==> config.mk <==
export PLATFORM = sky130hd
export DESIGN_NAME = seq_pattern_store
export DESIGN_NICKNAME = d
export VERILOG_FILES = /design/src/rtl/seq_pattern_store.sv
export SDC_FILE = /design/constraint.sdc
export NUM_CORES = 1
export LEC_CHECK = 0
export ABC_AREA = 1
export CORE_MARGIN = 2
export CORE_UTILIZATION = 50
export DETAILED_ROUTE_END_ITERATION = 10
export PLACE_DENSITY = 0.67
export SETUP_SLACK_MARGIN = 0.05
export SLEW_MARGIN = 20
export SYNTH_ARGS = -nofsm -noshare
export SYNTH_HDL_FRONTEND = slang
export SYNTH_SLANG_ARGS = --single-unit
==> constraint.sdc <==
create_clock -name clk -period 3.7 [get_ports clk]
set_clock_uncertainty 0.2 [all_clocks]
set_input_delay 0.555 -clock clk [delete_from_list [all_inputs] [get_ports clk]]
set_output_delay 0.555 -clock clk [all_outputs]
set_load 0.1 [all_outputs]
==> src/rtl/seq_pattern_store.sv <==
// Step-sequencer pattern memory: NUM_TRACKS x NUM_STEPS pitch codes, a host
// write/track-clear port, and tick-driven playback of every track in parallel.
module seq_pattern_store #(
    parameter int NUM_TRACKS = 4,
    parameter int NUM_STEPS  = 16,
    parameter int PITCH_W    = 4,
    localparam int SW = $clog2(NUM_STEPS),
    localparam int TW = (NUM_TRACKS > 1) ? $clog2(NUM_TRACKS) : 1
) (
    input  logic                            clk,
    input  logic                            rst_n,
    input  logic                            wr_valid,
    output logic                            wr_ready,
    input  logic [TW-1:0]                   wr_track,
    input  logic [SW-1:0]                   wr_step,
    input  logic [PITCH_W-1:0]              wr_pitch,
    output logic                            wr_err,
    input  logic                            clr_valid,
    input  logic [TW-1:0]                   clr_track,
    output logic                            busy,
    input  logic                            play_en,
    input  logic                            tick,
    input  logic                            restart,
    input  logic [SW:0]                     pat_len,
    output logic [SW-1:0]                   step_idx,
    output logic [NUM_TRACKS*PITCH_W-1:0]   notes,
    output logic                            note_valid
);

    typedef enum logic {
        IDLE  = 1'b0,
        CLEAR = 1'b1
    } state_e;

    state_e                        state_q, state_d;
    logic [TW-1:0]                 clr_track_q, clr_track_d;
    logic [SW-1:0]                 clr_step_q, clr_step_d;
    logic [SW-1:0]                 step_idx_q, step_idx_d;
    logic [NUM_TRACKS*PITCH_W-1:0] notes_q, notes_d;
    logic                          note_valid_q;
    logic                          wr_err_q;
    logic [PITCH_W-1:0]            mem_q [NUM_TRACKS][NUM_STEPS];

    logic          wr_fire, wr_in_range, wr_commit, clr_en, play;
    logic [SW-1:0] play_idx;
    logic [SW:0]   len_eff, play_inc;

    assign wr_ready    = (state_q == IDLE);
    assign busy        = (state_q == CLEAR);
    assign wr_fire     = wr_valid && wr_ready;
    assign wr_in_range = (int'(wr_track) < NUM_TRACKS) && (int'(wr_step) < NUM_STEPS);
    assign wr_commit   = wr_fire && wr_in_range;
    // An out-of-range clear still walks every step; it just never hits an entry.
    assign clr_en      = busy && (int'(clr_track_q) < NUM_TRACKS);

    // NOTE: every signal assigned here gets a default first so no latch is inferred.
    always_comb begin
        state_d     = state_q;
        clr_track_d = clr_track_q;
        clr_step_d  = clr_step_q;
        case (state_q)
            IDLE: begin
                if (clr_valid) begin
                    state_d     = CLEAR;
                    clr_track_d = clr_track;
                    clr_step_d  = '0;
                end
            end
            CLEAR: begin
                clr_step_d = clr_step_q + SW'(1);
                if (clr_step_q == SW'(NUM_STEPS - 1)) begin
                    state_d    = IDLE;
                    clr_step_d = '0;
                end
            end
            default: state_d = IDLE;
        endcase
    end

    always_comb begin
        len_eff = ((pat_len == '0) || (pat_len > (SW+1)'(NUM_STEPS))) ? (SW+1)'(NUM_STEPS) : pat_len;
        play     = play_en && tick;
        play_idx = restart ? '0 : step_idx_q;
        play_inc = {1'b0, play_idx} + (SW+1)'(1);
        step_idx_d = step_idx_q;
        notes_d    = notes_q;
        if (play) begin
            // ">=" also folds a playhead stranded beyond a shrunken length back to 0.
            step_idx_d = (play_inc >= len_eff) ? '0 : play_inc[SW-1:0];
            for (int t = 0; t < NUM_TRACKS; t++) begin
                notes_d[t*PITCH_W +: PITCH_W] = mem_q[t][play_idx];
            end
        end else if (restart) begin
            step_idx_d = '0;
        end
    end

    // NOTE: the pattern memory is reset because every entry must read as a rest after reset.
    always_ff @(posedge clk or negedge rst_n) begin
        if (!rst_n) begin
            for (int t = 0; t < NUM_TRACKS; t++) begin
                for (int s = 0; s < NUM_STEPS; s++) begin
                    mem_q[t][s] <= '0;
                end
            end
        end else begin
            for (int t = 0; t < NUM_TRACKS; t++) begin
                for (int s = 0; s < NUM_STEPS; s++) begin
                    if (wr_commit && wr_track == TW'(t) && wr_step == SW'(s)) begin
                        mem_q[t][s] <= wr_pitch;
                    end else if (clr_en && clr_track_q == TW'(t) && clr_step_q == SW'(s)) begin
                        mem_q[t][s] <= '0;
                    end
                end
            end
        end
    end

    always_ff @(posedge clk or negedge rst_n) begin
        if (!rst_n) begin
            state_q      <= IDLE;
            clr_track_q  <= '0;
            clr_step_q   <= '0;
            step_idx_q   <= '0;
            notes_q      <= '0;
            note_valid_q <= 1'b0;
            wr_err_q     <= 1'b0;
        end else begin
            state_q      <= state_d;
            clr_track_q  <= clr_track_d;
            clr_step_q   <= clr_step_d;
            step_idx_q   <= step_idx_d;
            notes_q      <= notes_d;
            note_valid_q <= play;
            wr_err_q     <= wr_fire && !wr_in_range;
        end
    end

    assign step_idx   = step_idx_q;
    assign notes      = notes_q;
    assign note_valid = note_valid_q;
    assign wr_err     = wr_err_q;

endmodule

### After elaboration in Yosys (flattened, before gate mapping)

Index checks and enable logic that the tools add are counted.

| word-level totals | value |
|---|---|
| flip-flop bits (word level) | 284 |
| bits of input ports | 24 |
| logic and storage cells | 473 |

| cells by class | value |
|---|---|
| $add $sub $neg | 2 |
| order comparisons | 3 |
| eq/ne operators | 37 |
| muxes and demuxes | 150 |
| bitwise gates (word level) | 2 |
| reduce and logical (&&, ||, !) cells | 209 |

Operators by type and width:

| cell | count |
|---|---|
| $mux 4 | 141 |
| $logic_and 1x1->1 | 138 |
| $reduce_bool 2->1 | 64 |
| $bmux 4 s4 | 4 |
| $eq 4x4->1 const B | 16 |
| $eq 4x3->1 const B | 8 |
| $eq 4x2->1 const B | 4 |
| $eq 2x2->1 const B | 4 |
| $eq 4x1->1 const B | 2 |
| $logic_not 4->1 | 2 |
| $pmux 4 s2 | 1 |
| $add 4x1->5 const B | 1 |
| $ge 5x5->1 | 1 |
| $ge 5x5->1 const B | 1 |
| $gt 5x5->1 const B | 1 |
| $logic_not 5->1 | 1 |
| $mux 5 | 1 |
| $not 4->5 | 1 |
| $add 4x1->4 const B | 1 |
| $eq 2x1->1 const B | 2 |
| $logic_not 2->1 | 2 |
| $mux 1 | 2 |
| $ne 2x1->1 const B | 1 |
| $pmux 1 s2 | 1 |
| other kinds (3) | 3 |

### Depth between registers and ports, before layout

Gate-level depths: netlist (run 1).

| depth | value |
|---|---|
| word-level depth | 6 |
| depth in mapped cells | 15 |
| depth with buffers taken out | 14 |

### Worst setup path after synthesis (run 1)

No wires, ideal clock.

| path | value |
|---|---|
| path type | register -> register |
| from | register step_idx_q[1] (netlist: step_idx[1]) |
| to | register step_idx_q[3] (netlist: step_idx[3]) |
| library setup time | 0.077 ns |
| data arrival time | 2.562 ns |
| setup slack | 0.861 ns |
| cell stages (with the launch flop) | 14 |
| buffers on the path | 1 |
| path through | dfrtp_1 > nand2_2 > buf_2 > nor2_1 > nand2_1 > xor2_1 > inv_2 > ha_1 > nand2_1 > inv_1 > a21o_1 > nor2_1 > nand3_1 > o21ai_1 |

| between the ends | value |
|---|---|
| cells in the longest elaborated chain, start to end | 5 |

RTL lines:

| what | RTL line | RTL |
|---|---|---|
| from (decl) | 38 | `logic [SW-1:0] step_idx_q, step_idx_d;` |
| from (signal assigned) | 132 | `step_idx_q <= step_idx_d;` |
| $mux 4 * | -- |  |
| $add 4x1->5 * | 84 | `play_inc = {1'b0, play_idx} + (SW+1)'(1);` |
| $ge 5x5->1 | 89 | `step_idx_d = (play_inc >= len_eff) ? '0 : play_inc[SW-1:0];` |
| $mux 4 * | 89 |  |
| $mux 4 * | 87 | `if (play) begin` |
| via step_idx_d[3] | 38 |  |

Mark *: on every way through the listed nets, which the timed path passes. The rest lies on a longest branch.
A chain may end at the register's enable or synchronous reset.

### Worst setup path in the final report (run 1)

| path | value |
|---|---|
| from | register step_idx_q[1] (netlist: step_idx[1]) |
| to | output port step_idx[1] |

RTL lines:

| what | RTL line | RTL |
|---|---|---|
| to (decl) | 25 | `output logic [SW-1:0] step_idx,` |

No word-level cell between the ends.

==> results of run 1 <==
[per-layer routing]
metal,vias up,part of all wire,GRT usage,routed length (um)
li1,6119,-,-,-
met1,6329,0.43,0.4254,18750
met2,611,0.44,0.4671,19200
met3,127,0.088,0.05356,3855
met4,0,0.041,0.1250,1795
met5,-,0,0,0
[cells in the mapped netlist, types with 8 or more instances]
master / number
nand2_1: 529
nand3_1: 376
dfrtp_1: 284
inv_1: 173
o22ai_1: 144
o21ai_0: 119
clkbuf_1: 52
nor2_1: 37
buf_2: 27
nand2_2: 12
ha_1: 10
inv_2: 8
[path summary, 6_finish.rpt]
| kind | endpoint | depth (start not counted) | from |
|---|---|---|---|
| max | step_idx[1] | 1 | step_idx[1] |
| min | notes[8] | 2 | notes[8] |
| max reg2reg | notes[15] | 11 | step_idx[0] |
| min reg2reg | notes[8] | 2 | notes[8] |
| max in group asynchronous | mem_q[100] | 3 | rst_n |
| min in group asynchronous | mem_q[207] | 2 | rst_n |
[worst reg2reg max path, stage by stage (launching register included)]
cell	delay (ns)
dfrtp_4	0.62
buf_12	0.29
nand2_4	0.16
buf_4	0.49
nand2_1	0.14
nand2_1	0.10
nand2_1	0.05
nand3_1	0.08
nand3_1	0.07
nand2_1	0.19
nand2_1	0.10
nand2_1	0.08
[stage by stage]
step / total power (uW) / hold slack [ns]
detailed placement: 5636 / 0.2658
floorplan: 4993 / 0.05941
finish: 8557 / 0.2780
global placement: 5597 / 0.2646
CTS: 8560 / 0.2821
global route: 8955 / 0.3056
[power by group through the flow]
stage,logic (uW),registers (uW),clock network (uW)
after floorplan,1120,3880,0
after global placement,1870,3730,0
after detailed placement,1900,3740,0
after CTS,1910,3680,2970
after global routing,2110,3730,3120
final,1930,3690,2940
[final cells by class]
| type | count | share of cell area |
|---|---|---|
| Multi-Input combinational cell | 1253 | 0.3709 |
| Clock inverter | 4 | 0.001486 |
| Timing Repair Buffer | 81 | 0.05226 |
| Clock buffer | 51 | 0.05821 |
| Tap cell | 378 | 0.02957 |
| Inverter | 183 | 0.04295 |
| Sequential cell | 284 | 0.4446 |
[cell families (layout without fill, tap and decap cells)]
group           after synthesis  count (layout)  synth area share
buf+inv                     278             319           0.07954
other cells                   1               1         0.0002649
flops                       284             284            0.5020
compound gates              275             275            0.1106
mux                           1               1         0.0007953
xor+xnor                      1               1         0.0006188
fa+ha+maj                    10              10          0.008838
simple gates                965             965            0.2973
[state kept, by name, summed over array words and instances (netlist names)]
register and cells:
busy 1, clr_track_q 2, note_valid 1, step_idx 4, notes 16, mem_q 256, clr_step_q 4
==> results by group, run 1 <==
Final layout
  – Ratio of cells with drive above 1 in the final layout: 0.06088
  – Nets@finish: between 1500 and 2000
  – Core Util, Final: 0.5741
  – Leading cell type in the layout, fill and taps excluded: nand2_1
  – Area taken by multi-input logic gates: 0.005932 mm2
  – Register Area: slightly above 0.007 mm2
  – Final antenna diode count: 0
  – Non-Filler Cell Area, Final: 0.01599 mm2
  – Fill cell instance count of the final layout: 2644
  – Commonest cells after routing, fill and taps aside: nand2_1 (528), nand3_1 (376), dfrtp_1 (283)
  – Signed area change from the synthesized netlist to the final layout: 12.96%
  – Final standard cell count with taps included and fillers excluded: 2234

Clocking
  – Clock buffer count from CTS: 31
  – Number of levels in the clock H-tree: 1
  – # hold bufs at CTS: 1
  – CTS tree: yes
  – Insertion delay of the later-clocked pin in the worst-skew pair: 0.57 ns
  – Sink count of the clock tree: 284
  – Clock-pin slew of the registers on the worst-case setup and hold paths: 0.06 ns
  – Root buffer selected by CTS: clkbuf_16
  – Post-CTS setup buffer count: 0
  – Post-CTS sizing: 0
  – Clock Tree Buf Depth: 3

Setup path
  – Sort of element at the end of the critical path: primary output
  – Highest net fanout along the worst path: 2
  – CP Class: reg -> out
  – CP startpoint kind: flop
  – Minimum setup slack among reg-to-reg paths: 1.08 ns
  – Family with the most delay on the worst path: buffers and inverters
  – Bufs and invs on worst path: 1
  – Worst path slowest cell: clkdlybuf4s50_1
  – Maximum single-stage delay on the critical path: 1.16 ns
  – Required time reported for the critical path endpoint: 2.94 ns
  – Endpoint arrival time on the critical path: 2.12 ns
  – Critical path, cell by cell: clkdlybuf4s50_1

Timing
  – Final Cycle Share: 0.7773
  – Setup repair after global routing missed its margin: false
  – Highest attainable clock frequency: about 350 MHz
  – Transition at the pin with the smallest max-transition slack: 0.9887 ns
  – Worst max-slew margin expressed relative to the limit: 0.3388
  – Final WS setup: between 0.8 and 0.9 ns
  – Number of max-slew violations in the final report: 0
  – Final Hold Violating Endpoints: 0
  – Count of final setup violators: 0
  – Total negative setup slack: 0 ns
  – Post-layout min period: 2.876 ns

Place
  – Number of I/O port buffers: between 40 and 50
  – Global placement routability congestion: 0.9004
  – Post-Place Setup Slack: roughly 0.44 ns
  – Final HPWL from detailed placement: 28150 um
  – Instance area at placement: between 0.015 and 0.02 mm2
  – Cell count after placement: 2178

Floorplan
  – Area enclosed by the die boundary: slightly below 0.03 mm2
  – Area of the core: 0.02786 mm2
  – Die Wd: 172.3 um
  – Row Count: 61
  – Die extent in y: approximately 170 um
  – Number of top-level pins: 48
  – Starting density of the core: 0.5082

Global route
  – Initial antenna violation count: 0
  – Aggregate global-route resource usage: 0.3032
  – Pin count of the biggest net entering global routing: 80
  – Grt ovf: 0
  – Via count of the first global-routing pass: between 10000 and 15000
  – First-pass GRT wire length: 69690 um

Synthesis
  – Most used flip-flop cell after synthesis: dfrtp_1
  – Largest area contributor in the netlist: dfrtp_1
  – Net count of the mapped netlist: 1849
  – Proportion of register bits with asynchronous set or reset after synthesis: 1.000
  – Synth cell types: 30
  – Fraction of the yosys area taken by sequential cells: 0.5020
  – Post-synthesis average cell area: roughly 7.8 um2
  – Total of warnings raised by yosys: 0
  – Number of enable flip-flop cells after synthesis: 0
  – Top-area cell type share of the netlist area: 0.5020
  – Yosys reg bits: 284
  – Top post-synthesis cells by area: dfrtp_1 (50%), nand2_1 (14%), nand3_1 (13%), o22ai_1 (6.4%), inv_1 (4.6%)
  – Synthesized instance count: around 1800
  – Summed instance area of the synthesized netlist: 0.01416 mm2

Detailed routing
  – Routed via count: ~13000
  – Number of DRC markers after the initial detailed-route iteration: 1298
  – Iteration count of the initial detailed-routing pass: 5
  – Wire length per cell: 19.52 um
  – Post-detailed-route via-to-cell ratio: 5.902
  – DRC: 0
  – Final wirelength: 43610 um
  – Post-route ant nets: 0

Power and ir drop
  – P_leak: 0.007778 uW
  – Share of total power in combinational logic: 0.226
  – Power density normalized to cell area: 535.1 mW/mm2
  – Internal power consumption: 5712 uW
  – Proportion of power drawn by flip-flops and latches: 0.431
  – Share of total power in the clock network: 0.343
  – Peak VDD IR: 0.0003475 V
  – Sw Pwr: 2845 uW
  – Net Sw Frac: 0.3325

Worst hold path
  – Min-delay worst type: reg -> reg

Job
  – Max Cap Viol: 0

Status
  – Result of the run: complete, no violations
Note: power is estimated with default switching activity, not from simulation.
==> inputs of run 2 (changes only) <==
==> constraint.sdc (replaced) <==
create_clock -name clk -period 2.7 [get_ports clk]
set_clock_uncertainty 0.2 [all_clocks]
set_input_delay 0.405 -clock clk [delete_from_list [all_inputs] [get_ports clk]]
set_output_delay 0.405 -clock clk [all_outputs]
set_load 0.1 [all_outputs]
==> run 2 against run 1 <==
Compared with the run above:
- via count is 0.96% higher
- die area stayed put
- count of clock-buffer cells in the layout is 2 lower
- clock power is 56% higher
- global-route usage is 0.31 points higher
- critical path type is now in -> reg
- design area is 4.3% higher
- final cell count is 2.6% higher
- sequential share of layout area is 1.8 points lower
- worst setup slack worse by 0.59 ns
- combinational power is 45% higher
- sequential power is 37% higher
- first-iteration DRC count is 27% higher
==> results by group, run 2 (synthesis results as in run 1) <==
Job
  – Max Cap Viol: 0

Global route
  – Pin count of the biggest net entering global routing: 73
  – Grt ovf: 0
  – First-pass GRT wire length: 70570 um
  – Via count of the first global-routing pass: 12760
  – Aggregate global-route resource usage: 0.3063
  – Initial antenna violation count: 0

Place
  – Post-Place Setup Slack: -0.4101 ns
  – Instance area at placement: 0.01553 mm2
  – Number of I/O port buffers: 46
  – Final HPWL from detailed placement: 30310 um
  – Global placement routability congestion: 0.8970

Floorplan
  – Die extent in y: 172.3 um
  – Area enclosed by the die boundary: 0.02968 mm2
  – Area of the core: 0.02786 mm2
  – Starting density of the core: 0.5082
  – Number of top-level pins: 48
  – Row Count: 61
  – Die Wd: between 150 and 200 um

Worst hold path
  – Min-delay worst type: in -> async

Timing
  – Final Cycle Share: 0.9140
  – Post-layout min period: 2.468 ns
  – Highest attainable clock frequency: between 400 and 500 MHz
  – Setup repair after global routing missed its margin: false
  – Final WS setup: between 0.2 and 0.25 ns
  – Final Hold Violating Endpoints: 0
  – Worst max-slew margin expressed relative to the limit: 0.5180
  – Transition at the pin with the smallest max-transition slack: about 0.7 ns
  – Hold WS: 0.2077 ns
  – Number of max-slew violations in the final report: 0
  – Count of final setup violators: 0

Clocking
  – Insertion delay of the later-clocked pin in the worst-skew pair: 0.56 ns
  – Root buffer selected by CTS: clkbuf_16
  – Clock Tree Buf Depth: 3
  – CTS tree: yes
  – Post-CTS setup buffer count: 0
  – Number of levels in the clock H-tree: 1
  – Sink count of the clock tree: around 280
  – Clock buffer count from CTS: 31
  – Clock-pin slew of the registers on the worst-case setup and hold paths: roughly 0.060 ns

Detailed routing
  – Iteration count of the initial detailed-routing pass: 6
  – DRC: 0
  – Number of DRC markers after the initial detailed-route iteration: 1642
  – Post-route ant nets: 0
  – Routed via count: 13310
  – Final wirelength: 44160 um
  – Wire length per cell: 19.26 um
  – Post-detailed-route via-to-cell ratio: 5.808

Setup path
  – Required time reported for the critical path endpoint: 2.98 ns
  – CP Class: in -> reg
  – Endpoint arrival time on the critical path: 2.75 ns
  – Bufs and invs on worst path: 2
  – CP startpoint kind: primary input
  – Highest net fanout along the worst path: 4
  – Maximum single-stage delay on the critical path: 0.53 ns
  – Sort of element at the end of the critical path: flop
  – Worst path slowest cell: or4_1
  – Critical path, cell by cell: clkdlybuf4s50_1 > or4_1 > ha_1 > inv_1 > nand2_1 > ha_1 > a21o_1 > a21o_1 > nor2_2 > nand3_1 > o21ai_0
  – Family with the most delay on the worst path: simple AND/OR/NAND/NOR gates

Power and ir drop
  – Peak VDD IR: 0.0005636 V
  – PnR Total Power: 12440 uW
  – Power density normalized to cell area: 745.6 mW/mm2
  – P_leak: 0.008220 uW

Final layout
  – Leading cell type in the layout, fill and taps excluded: nand2_1
  – Biggest register: mem_q
  – Signed area change from the synthesized netlist to the final layout: 17.80%
  – Ratio of cells with drive above 1 in the final layout: 0.1061
  – Commonest cells after routing, fill and taps aside: nand2_1 (528), nand3_1 (376), dfrtp_1 (279)
  – Max reg flops: 256
  – Nets@finish: 1923
  – Final antenna diode count: 0
  – Non-Filler Cell Area, Final: 0.01668 mm2

Status
  – Result of the run: complete, no violations
run 2: changes by cell type in the layout (fill, tap and decap cells not counted):
| cell | change |
|---|---|
| buf_12 | +11 |
| buf_4 | +64 |
| bufinv_16 | +4 |
| clkbuf_1 | -7 |
| clkbuf_8 | +5 |
| clkdlybuf4s50_1 | -20 |
| clkinv_2 | -1 |
| clkinvlp_4 | +1 |
| dfrtp_1 | -4 |
| dfrtp_2 | +4 |
| inv_8 | +1 |
| nor2_1 | -1 |
| nor2_2 | +1 |
run 2: power by group:
part,switching [uW],internal [uW],total [uW]
Combinational,1960,838,2800
Sequential,270,4770,5040
Clock,1760,2840,4600
run 2: worst paths after layout:
| kind | depth (start not counted) | end | slack [ns] | from |
|---|---|---|---|---|
| worst min register to register | 2 | notes[9] | 0.29 | notes[9] |
| worst max-delay path | 11 | step_idx[1] | 0.23 | pat_len[0] |
| min in group clk | 3 | clr_track_q[1] | 0.26 | clr_track[1] |
| max in group asynchronous | 4 | mem_q[57] | 1.31 | rst_n |
| worst min-delay path | 2 | mem_q[202] | 0.21 | rst_n |
| worst max register to register | 13 | step_idx[1] | 0.41 | step_idx[0] |
run 2: layer usage:
layer / track usage / part of all wire / vias to the layer above
met5: 0 / 0 / -
li1: - / - / 6230
met4: 0.08842 / 0.031 / 0
met1: 0.4445 / 0.44 / 6355
met2: 0.4735 / 0.44 / 643
met3: 0.05356 / 0.086 / 85
run 2: per-stage QoR:
| step | setup TNS [ns] | instances | util |
|---|---|---|---|
| after floorplan | 0 | 1815 | - |
| after global placement | -1.878 | 2233 | 0.5576 |
| after detailed placement | -2.463 | 2233 | 0.5576 |
| after CTS | 0 | 2292 | 0.5986 |
| after global routing | 0 | 2292 | 0.5987 |
| final | 0 | 2292 | 0.5987 |
run 2: area by class of cell:
type                    count  area, um2
inverters                 183      686.9
flip-flops and latches    284       7116
repair buffers            136       1336
multi-input cells        1253       5934
clock buffers              49      973.4
fillers                  2508      11180
clock inverters             9      157.7
well taps                 378      473.0
run 2: timing repair:
item / CTS / global route
gates resized for setup: 0 / 1
setup endpoints to repair: 0 / 3
hold buffers: 1 / 0
endpoints found under the hold margin: 62 / 0
run 2: worst register-to-register path, cell delays in order, from the launching register on:
cell,delay [ns]
dfrtp_4,0.49
inv_1,0.13
nor2_1,0.06
nand2_1,0.10
xor2_1,0.18
inv_2,0.05
ha_1,0.28
nand2_1,0.05
inv_1,0.07
nand2_1,0.05
o21ai_0,0.21
nor2_2,0.10
nand3_1,0.07
o21ai_0,0.09
==> inputs of run 3 (changes only) <==
--- a/config.mk
+++ b/config.mk
@@ -6,7 +6,6 @@
 export NUM_CORES = 1
 export LEC_CHECK = 0
 export ABC_AREA = 1
-export CORE_MARGIN = 2
 export CORE_UTILIZATION = 50
 export DETAILED_ROUTE_END_ITERATION = 10
 export PLACE_DENSITY = 0.67
==> constraint.sdc (replaced) <==
create_clock -name clk -period 2.7 [get_ports clk]
set_clock_uncertainty 0.2 [all_clocks]
set_input_delay 0.54 -clock clk [delete_from_list [all_inputs] [get_ports clk]]
set_output_delay 0.54 -clock clk [all_outputs]
set_load 0.1 [all_outputs]
==> run 3 against run 2 <==
Compared with the run above:
- via count is 0.51% higher
- first-iteration DRC count is 3.6% lower
- sequential power hardly changed
- count of clock-buffer cells in the layout is 2 higher
- design area is 0.49% higher
- worst hold slack better by 0.073 ns
- sequential share of layout area is 0.21 points lower
- power is 4.1% lower
- critical endpoint is now step_idx[0]
==> results by group, run 3 (synthesis results as in run 1) <==
Status
  – Result of the run: complete, no violations

Detailed routing
  – Post-detailed-route via-to-cell ratio: 5.785
  – Iteration count of the initial detailed-routing pass: 6
  – Post-route ant nets: 0
  – DRC: 0
  – Final wirelength: 45100 um
  – Number of DRC markers after the initial detailed-route iteration: 1583
  – Wire length per cell: about 19 um
  – Routed via count: 13380

Setup path
  – Sort of element at the end of the critical path: flop
  – CP Class: in -> reg
  – Reg2reg end: step_idx[0]
  – Required time reported for the critical path endpoint: 2.97 ns
  – Highest net fanout along the worst path: 4
  – Worst reg2reg path startpoint: step_idx[0]
  – CP startpoint kind: primary input
  – Endpoint arrival time on the critical path: roughly 2.7 ns
  – Depth of the most critical reg-to-reg path: 13
  – Minimum setup slack among reg-to-reg paths: 0.41 ns

Worst hold path
  – Startpoint of the lowest-slack hold path: notes[12]
  – Hold path endpoint: notes[12]
  – Min-delay worst type: reg -> reg
  – Hold-critical path depth: 2

Power and ir drop
  – P_leak: a little over 0.008 uW
  – Peak VDD IR: 0.0004516 V
  – Power density normalized to cell area: 712.0 mW/mm2

Place
  – Number of I/O port buffers: 46
  – Post-Place Setup Slack: -0.4724 ns
  – Final HPWL from detailed placement: 29450 um
  – Cell count after placement: 2257
  – Global placement routability congestion: between 0.9 and 1

Floorplan
  – Row Count: 61
  – Area of the core: 0.02778 mm2
  – Die extent in y: 170.3 um
  – Starting density of the core: 0.5096
  – Die Wd: between 150 and 200 um
  – Area enclosed by the die boundary: 0.02899 mm2
  – Number of top-level pins: 48

Final layout
  – Signed area change from the synthesized netlist to the final layout: 18.37%
  – Commonest cells after routing, fill and taps aside: nand2_1 (527), nand3_1 (376), dfrtp_1 (279)
  – Final standard cell count with taps included and fillers excluded: 2313
  – Leading cell type in the layout, fill and taps excluded: nand2_1
  – Ratio of cells with drive above 1 in the final layout: 0.1148
  – Max reg flops: 256
  – Nets@finish: 1946
  – Biggest register: mem_q

Clocking
  – Sink count of the clock tree: between 200 and 300
  – Number of levels in the clock H-tree: 1
  – Clock Tree Buf Depth: 3
  – CTS tree: yes
  – Clock buffer count from CTS: 30
  – Clock-pin slew of the registers on the worst-case setup and hold paths: 0.06 ns
  – Root buffer selected by CTS: clkbuf_16
  – Insertion delay of the later-clocked pin in the worst-skew pair: 0.56 ns

Global route
  – Via count of the first global-routing pass: 13050
  – Aggregate global-route resource usage: 0.3221
  – First-pass GRT wire length: 72130 um
  – Pin count of the biggest net entering global routing: 65
  – Grt ovf: 0
  – Initial antenna violation count: 1

Timing
  – Transition at the pin with the smallest max-transition slack: 0.7201 ns
  – Setup repair after global routing missed its margin: false
  – Number of max-slew violations in the final report: 0
  – Final WS setup: 0.2219 ns
  – Final Hold Violating Endpoints: 0
  – Post-layout min period: 2.478 ns
  – Worst max-slew margin expressed relative to the limit: 0.5181
  – Final Cycle Share: 0.9178
  – Highest attainable clock frequency: 403.5 MHz
  – Total negative setup slack: 0 ns
  – Count of final setup violators: 0
  – Hold WS: 0.2806 ns

Job
  – Max Cap Viol: 0
run 3: changes by cell type in the layout (fill, tap and decap cells not counted), sizes merged:
cell    change
buf        +24
clkbuf      +2
diode       +1
bufinv      -4
inv         -2
run 3: critical path, stage by stage:
cell and delay [ns]:
clkdlybuf4s50_1 0.43, or4_4 0.55, ha_4 0.28, inv_1 0.05, nand2_2 0.07, ha_4 0.20
a21o_1 0.17, a21o_1 0.17, nor2_4 0.13, nand3_1 0.07, o21ai_0 0.08
run 3: worst max path at each step:
stage	slack, ns	to	cells after the start	startpoint
after global routing	0.1	step_idx[3]	11	pat_len[0]
final	0.22	step_idx[0]	11	pat_len[0]
after floorplan	0.09	step_idx[3]	10	pat_len[0]
after CTS	0.10	step_idx[1]	11	pat_len[0]
after detailed placement	-0.47	step_idx[1]	11	pat_len[0]
after global placement	-0.44	step_idx[2]	11	pat_len[0]
run 3: metal layers:
metal | routed length [um] | global-route usage
met1 | 19140 | 0.4436
met2 | 20320 | 0.5112
met3 | 4064 | 0.05465
met4 | 1566 | 0.1167
met5 | 0 | 0
run 3: cell type report:
type | instances | area, um2
Antenna cell | 1 | 2.502
Clock buffer | 51 | 950.9
Clock inverter | 3 | 17.52
Fill cell | 2569 | 11020
Inverter | 183 | 686.9
Multi-Input combinational cell | 1253 | 5971
Sequential cell | 284 | 7116
Tap cell | 378 | 473.0
Timing Repair Buffer | 160 | 1541
run 3: per-stage QoR:
stage | power (uW) | utilization | area, um2
final | 11930 | 0.6032 | 16760
after global routing | 12460 | 0.6031 | 16760
after CTS | 11930 | 0.6018 | 16720
after detailed placement | 7883 | 0.5666 | 15740
after global placement | 7828 | 0.5666 | 15740
after floorplan | 6845 | - | 14170
run 3: what timing repair did:
item / CTS / global route
setup endpoints to repair: 0 / 4
endpoints found under the hold margin: 46 / 0
buffers inserted: 0 / 0
resized for setup: 0 / 6
hold buffers: 1 / 0
run 3: power breakdown:
group	internal (uW)	total, uW	switching (uW)
clock	2370	4060	1690
sequential	4770	5040	276
combinational	851	2830	1980
